## src/rtl/ysyx_25020047_ifu_pkg.sv

```systemverilog
// Shared definitions for the instruction fetch unit: the FSM state encoding,
// the fault cause codes, the OKAY bus response and an alignment helper.
package ysyx_25020047_ifu_pkg;

    // One instruction in flight: request, response, hand-off, wait for dnpc.
    // ST_ERR is terminal until reset.
    typedef enum logic [2:0] {
        ST_FETCH  = 3'd0,
        ST_RESP   = 3'd1,
        ST_ISSUE  = 3'd2,
        ST_WAITWB = 3'd3,
        ST_ERR    = 3'd4
    } ifu_state_e;

    // Values reported on err_cause.
    localparam logic [1:0] ERR_NONE     = 2'd0;
    localparam logic [1:0] ERR_BUS      = 2'd1;
    localparam logic [1:0] ERR_MISALIGN = 2'd2;

    // Read response code for a successful access.
    localparam logic [1:0] RESP_OKAY = 2'd0;

    // Distance from an instruction to its sequential successor.
    localparam logic [31:0] INST_BYTES = 32'd4;

    // Instructions are 32-bit words, so a legal fetch address has its two
    // low bits clear.
    function automatic logic is_word_aligned(input logic [31:0] addr);
        return (addr[1:0] == 2'b00);
    endfunction

endpackage

```

## src/rtl/ysyx_25020047_ifu.sv

```systemverilog
// Multi-cycle instruction fetch unit for a non-pipelined core.
// Fetches the word at pc, hands {inst, pc, snpc} to decode, then waits for
// writeback to return dnpc before starting the next fetch. Every output is
// either a register or a decode of the state register, so no input reaches
// an output valid combinationally.
module ysyx_25020047_ifu
    import ysyx_25020047_ifu_pkg::*;
#(
    parameter logic [31:0] RESET_PC = 32'h8000_0000,
    parameter int          CNT_W    = 32
) (
    input  logic             clk,
    input  logic             rst,

    output logic             mem_arvalid,
    output logic [31:0]      mem_araddr,
    input  logic             mem_arready,
    input  logic             mem_rvalid,
    input  logic [31:0]      mem_rdata,
    input  logic [1:0]       mem_rresp,
    output logic             mem_rready,

    output logic             inst_valid,
    input  logic             inst_ready,
    output logic [31:0]      inst,
    output logic [31:0]      pc,
    output logic [31:0]      snpc,

    input  logic             wb_valid,
    input  logic [31:0]      dnpc,

    output logic             fetch_err,
    output logic [1:0]       err_cause,
    output logic [CNT_W-1:0] fetch_cnt
);

    ifu_state_e       state_reg, state_next;
    logic [31:0]      pc_reg, pc_next;
    logic [31:0]      inst_reg, inst_next;
    logic [CNT_W-1:0] cnt_reg, cnt_next;
    logic [1:0]       cause_reg, cause_next;

    // The reset state is FETCH, but the read request must stay low while
    // reset is held and only rise after release. This flag is cleared by
    // reset and set by the first clock edge after release; it then stays set.
    logic             started_reg;

    // State, architectural registers and the start-up flag.
    always_ff @(posedge clk or posedge rst) begin
        if (rst) begin
            state_reg   <= ST_FETCH;
            pc_reg      <= RESET_PC;
            inst_reg    <= '0;
            cnt_reg     <= '0;
            cause_reg   <= ERR_NONE;
            started_reg <= 1'b0;
        end else begin
            state_reg   <= state_next;
            pc_reg      <= pc_next;
            inst_reg    <= inst_next;
            cnt_reg     <= cnt_next;
            cause_reg   <= cause_next;
            started_reg <= 1'b1;
        end
    end

    // Next-state and datapath updates; every register holds by default.
    always_comb begin
        state_next = state_reg;
        pc_next    = pc_reg;
        inst_next  = inst_reg;
        cnt_next   = cnt_reg;
        cause_next = cause_reg;

        case (state_reg)
            ST_FETCH: begin
                // The request is only visible once started_reg is set, so
                // only then can it be accepted.
                if (started_reg && mem_arready) begin
                    state_next = ST_RESP;
                end
            end

            ST_RESP: begin
                if (mem_rvalid) begin
                    if (mem_rresp == RESP_OKAY) begin
                        inst_next  = mem_rdata;
                        state_next = ST_ISSUE;
                    end else begin
                        cause_next = ERR_BUS;
                        state_next = ST_ERR;
                    end
                end
            end

            ST_ISSUE: begin
                // inst/pc come straight from registers that only change
                // outside this state, so they stay stable while decode stalls.
                if (inst_ready) begin
                    cnt_next   = cnt_reg + CNT_W'(1);
                    state_next = ST_WAITWB;
                end
            end

            ST_WAITWB: begin
                // dnpc is only sampled here; wb_valid in other states is
                // ignored.
                if (wb_valid) begin
                    pc_next = dnpc;
                    if (is_word_aligned(dnpc)) begin
                        state_next = ST_FETCH;
                    end else begin
                        cause_next = ERR_MISALIGN;
                        state_next = ST_ERR;
                    end
                end
            end

            ST_ERR: begin
                state_next = ST_ERR;
            end

            default: begin
                state_next = ST_ERR;
            end
        endcase
    end

    // Handshake outputs decoded from the state register only.
    assign mem_arvalid = (state_reg == ST_FETCH) && started_reg;
    assign mem_rready  = (state_reg == ST_RESP);
    assign inst_valid  = (state_reg == ST_ISSUE);
    assign fetch_err   = (state_reg == ST_ERR);

    // Data outputs straight from registers; snpc wraps naturally at 2^32.
    assign mem_araddr  = pc_reg;
    assign pc          = pc_reg;
    assign snpc        = pc_reg + INST_BYTES;
    assign inst        = inst_reg;
    assign err_cause   = cause_reg;
    assign fetch_cnt   = cnt_reg;

endmodule
```

## config.mk

```make
export PLATFORM = sky130hd
export DESIGN_NAME = ysyx_25020047_ifu
export DESIGN_NICKNAME = d
export VERILOG_FILES = /design/src/rtl/ysyx_25020047_ifu_pkg.sv /design/src/rtl/ysyx_25020047_ifu.sv
export SDC_FILE = /design/constraint.sdc
export NUM_CORES = 1
export LEC_CHECK = 0
export BUFFER_PORTS_ARGS = -buffer_cell sky130_fd_sc_hd__buf_2
export CORE_ASPECT_RATIO = 1.25
export CORE_MARGIN = 1
export CORE_UTILIZATION = 43
export CTS_BUF_LIST = sky130_fd_sc_hd__clkbuf_4
export DETAILED_ROUTE_END_ITERATION = 8
export HOLD_SLACK_MARGIN = 0.02
export MAX_ROUTING_LAYER = met4
export PLACE_DENSITY = 0.78
export SYNTH_ARGS = -nofsm -noshare
export SYNTH_HDL_FRONTEND = slang
export SYNTH_SLANG_ARGS = --single-unit
```

## constraint.sdc

```tcl
create_clock -name clk -period 3.25 [get_ports clk]
set_input_delay 0.65 -clock clk [delete_from_list [all_inputs] [get_ports clk]]
set_output_delay 0.65 -clock clk [all_outputs]
set_load 0.05 [all_outputs]
```

After elaboration in Yosys (flattened, before gate mapping)
Cells that the tools add are included.

word-level totals
  logic and storage cells = 41
  output and inout bits = 166
  input bits = 72
  register bits = 102

operators by class
  reductions and logical operators = 11
  muxes and demuxes = 12
  add/sub/neg operators = 2
  eq/ne operators = 10

operator list
  cell                                                   number
  adder 32 x 1 -> 32 bit, second input constant          1
  adder 32 x 3 -> 32 bit, second input constant          1
  two-way mux 3 bit                                      6
  one-hot mux 3 bit (4 select lines)                     1
  inequality test 2 bit, second input constant           5
  two-way mux 2 bit                                      4
  == test 3 x 2 -> 1 bit, second input constant          2
  AND reduction 5 bit                                    1
  zero test 2 bit                                        2
  one-hot mux 2 bit (2 select lines)                     1
  AND reduction 2 bit                                    2
  AND reduction 4 bit                                    1
  == test 3 x 1 -> 1 bit, second input constant          1
  == test 3 bit, second input constant                   1
  zero test 3 bit                                        1
  AND reduction 3 bit                                    1
  logical AND 1 bit                                      2
  inequality test 2 x 1 -> 1 bit, second input constant  1
  nonzero test 2 bit                                     1

Longest topological paths before layout
  word-level depth = 4
  depth in mapped cells = 7
  mapped depth without buffers = 6

Least setup slack after synthesis
No wires, ideal clock.

  kind = reg-to-output
  start point = register pc_reg[5] (netlist: mem_araddr[5])
  end point = output snpc[22]
  stages on the path, launching flop included = 6
  data required time = 2600 ps
  path buffers = 0
  path slack = 24 ps
  arrival time = 2576 ps
  cells stage by stage = dfrtp_1 nand4_1 or3_1 nor2_4 nand3_1 xnor2_1

between the ends
  cells in the longest elaborated chain, start to end = 1

RTL lines
  element                 RTL line                  RTL
  from (decl)             ysyx_25020047_ifu.sv:38   logic [31:0] pc_reg, pc_next;
  from (signal assigned)  ysyx_25020047_ifu.sv:59   pc_reg <= pc_next;
  adder 32 x 3 -> 32 bit  ysyx_25020047_ifu.sv:138  assign snpc = pc_reg + INST_BYTES;
  to (decl)               ysyx_25020047_ifu.sv:27   output logic [31:0] snpc,

Every way passes these cells.

Worst setup path in the final report
  start point = register pc_reg[2] (netlist: mem_araddr[2])
  end point = output snpc[24]

Same word-level chain as after synthesis.

==> metrics.md <==
| Metric | Value |
|---|---|
| Status | `finished clean` |
| Clock tree buffer depth | `2` |
| Startpoint types | `register` |
| Clock root buffer | `clkbuf_4` |
| TritonRoute pass-1 iters | `4` |
| Vias in the first global route | `3531` |
| CP Max Fanout | `7` |
| Die Area | `0.0118 mm2` |
| Diode count | `0` |
| Pwr dens | `530 mW/mm2` |
| Die Ht | `121 um` |
| Seq/Total Area, Yosys | `52.2%` |
| CP Data Required Time | `2.60 ns` |
| Rows | `43` |
| Post-route DRC violation count | `0` |
| DP Wirelength | `8570 um` |
| Final setup viols | `0` |
| Mapped Area | `0.00489 mm2` |
| Clock transition at path regs | `0.16 ns` |
| Grt ovf | `0` |
| Global-route wire length before repair | `17800 um` |
| Synthesis-to-finish area growth | `25.3%` |
| DR WL/cell | `14.9 um` |
| Setup ws final | `0.182 ns` |
| Max incr delay on CP | `0.45 ns` |
| Cells after synthesis | `398` |
| Ys flop type | `dfrtp_1` |
| Area taken by multi-input logic gates | `0.00201 mm2` |
| Worst-skew pair later-pin latency | `0.45 ns` |
| Setup Skew | `0.0220 ns` |
| Max-Cap Viols | `0` |
| CTS Buf Count | `9` |
| Initial antenna violation count | `0` |
| Hold Violations, Final | `0` |
| Crit path cell chain | `ha_1, nand2_1, or3_1, nor2_4, nand2_1, xnor2_1, buf_2` |
| PortBufs | `237` |
| Pins Over Slew Limit | `0` |
| R2r startpoint | `state_reg[2]` |
| Share of synthesized registers carrying an async set or reset | `100%` |
| Fin crit share | `94.4%` |
| CP max stage cell | `dfrtp_1` |
| Reg-to-Reg End | `inst[23]` |
| R2R depth | `4` |
| Post-synth EDFFs | `0` |
| Vias | `3722` |
| Via/cell ratio | `4.99` |
| H-tree Lvls | `3` |
| Clock Sinks | `102` |
| Tightest Pin Transition | `0.825 ns` |
| Total Power | `3.24 mW` |
| Design Area, Final | `0.00612 mm2` |
| Most common cell after layout, fill and taps aside | `buf_2` |
| Synth cell types | `40` |
| Most used cell, CP | `nand2_1` |
| Relative slew slack | `44.9%` |
| Synthesized Nets | `472` |
| Nets | `680` |
| Final GP Congestion | `0.887` |
| IO Count | `238` |
| TritonCTS clock tree | `built` |
| Gr usage total | `19.3%` |
| Final ANT Viol Nets | `0` |
| Reg area | `0.00255 mm2` |
| Core Footprint | `0.0111 mm2` |
| Min-delay worst type | `primary input to asynchronous set/reset pin` |
| Detailed-route wire length | `11100 um` |
| FILL cells | `980` |
| Hold-fix buffers, CTS | `0` |
| Largest net degree at the start of global routing | `50` |
| Share of layout cells above drive strength 1 | `54.5%` |
| Most frequent cells in the layout | `237 x buf_2, 100 x dfrtp_1, 65 x mux2_2` |
| VDD IR max | `0.365 mV` |
| Initial Util | `44.1%` |
| DR iter-0 viols | `167` |
| Reg2reg setup slack | `0.90 ns` |
| Crit path buffers/inverters | `1` |
| Setup WS pre-CTS | `0.630 ns` |
| Horiz. Die Dim | `97.4 um` |
| FMAX | `0.326 GHz` |
| Mean post-synth cell area | `12.3 um2` |
| Cell Area, Placed | `0.00597 mm2` |
| Setup CP Type | `register to primary output` |
| Cell family with most CP delay | `simple AND/OR/NAND/NOR gates` |
| WHS | `0.168 ns` |
| #FFs+latches synth | `102` |
| LEAKAGE | `3.56 nW` |
| CP Capture Type | `primary output` |
| Arr. time, crit path | `2.42 ns` |
| RSZ-0062 raised after global routing | `no` |
| Synth warn | `0` |
| Setup TNS Final | `0 ns` |
| Fin crit period | `3.07 ns` |
==> how the worst max path moves through the flow <==
stage	from	to	slack [ns]	cells past startpoint
finish	mem_araddr[2]	snpc[24]	0.18	7
global route	mem_araddr[4]	snpc[27]	0.01	6
CTS	mem_araddr[5]	snpc[24]	0.10	6
global placement	mem_araddr[5]	snpc[22]	0.71	6
detailed placement	mem_araddr[5]	snpc[24]	0.63	6
floorplan	mem_araddr[5]	snpc[22]	0.02	5
==> stage by stage <==
step                util [%]  cells
floorplan                  -    398
global placement        53.9    730
detailed placement      53.9    730
CTS                     55.2    746
global route            55.2    746
finish                  55.2    746
==> final cells by class <==
cell class,count,share of cell area (%)
sequential,102,41.7
multi-input combinational,248,32.9
timing repair buffer,240,19.9
tap,135,2.76
clock buffer,11,1.35
clock inverter,5,0.960
inverter,5,0.368
==> Yosys cell counts, drive strengths merged, types with 2 or more instances <==
cell | instances | area share (%)
a21oi | 2 | 0.20
and2 | 3 | 0.38
and3 | 11 | 1.4
and4 | 4 | 0.72
and4bb | 2 | 0.59
buf | 43 | 6.4
dfrtp | 101 | 52
ha | 2 | 0.51
inv | 5 | 0.38
mux2 | 65 | 15
nand2 | 25 | 1.9
nand3 | 24 | 2.6
nand4 | 17 | 2.8
nor2 | 11 | 1.0
nor3 | 7 | 1.2
o21ai | 3 | 0.31
xnor2 | 42 | 7.5
xor2 | 17 | 3.0
==> power breakdown <==
group	switching, mW	total (mW)	internal (mW)
logic	0.787	1.06	0.268
clock network	0.415	0.669	0.254
registers	0.102	1.52	1.42
total	1.30	3.24	1.94
==> per-layer routing <==
metal | GRT usage [%] | vias to the layer above | wire (um)
li1 | - | 1762 | -
met5 | - | - | 0
met1 | 23.5 | 1792 | 4450
met2 | 32.7 | 152 | 5890
met4 | 8.46 | 0 | 227
met3 | 2.25 | 16 | 582
==> cells by family after synthesis <==
logic type / after synthesis / share of synthesized area [%]
AO/OA/AOI/OAI: 9 / 1.13
XOR/XNOR: 59 / 10.6
adder cells (fa/ha/maj): 2 / 0.512
buffers and inverters: 48 / 6.78
flip-flops: 102 / 52.2
multiplexers: 66 / 15.2
other: 1 / 0.0767
AND/OR/NAND/NOR: 111 / 13.5
==> repair_timing <==
item                       in CTS  in global routing
buffers inserted                0                  0
setup endpoints to repair       0                  7
gates resized for setup         0                  2
No activity file was read; power rests on OpenSTA's default activity.
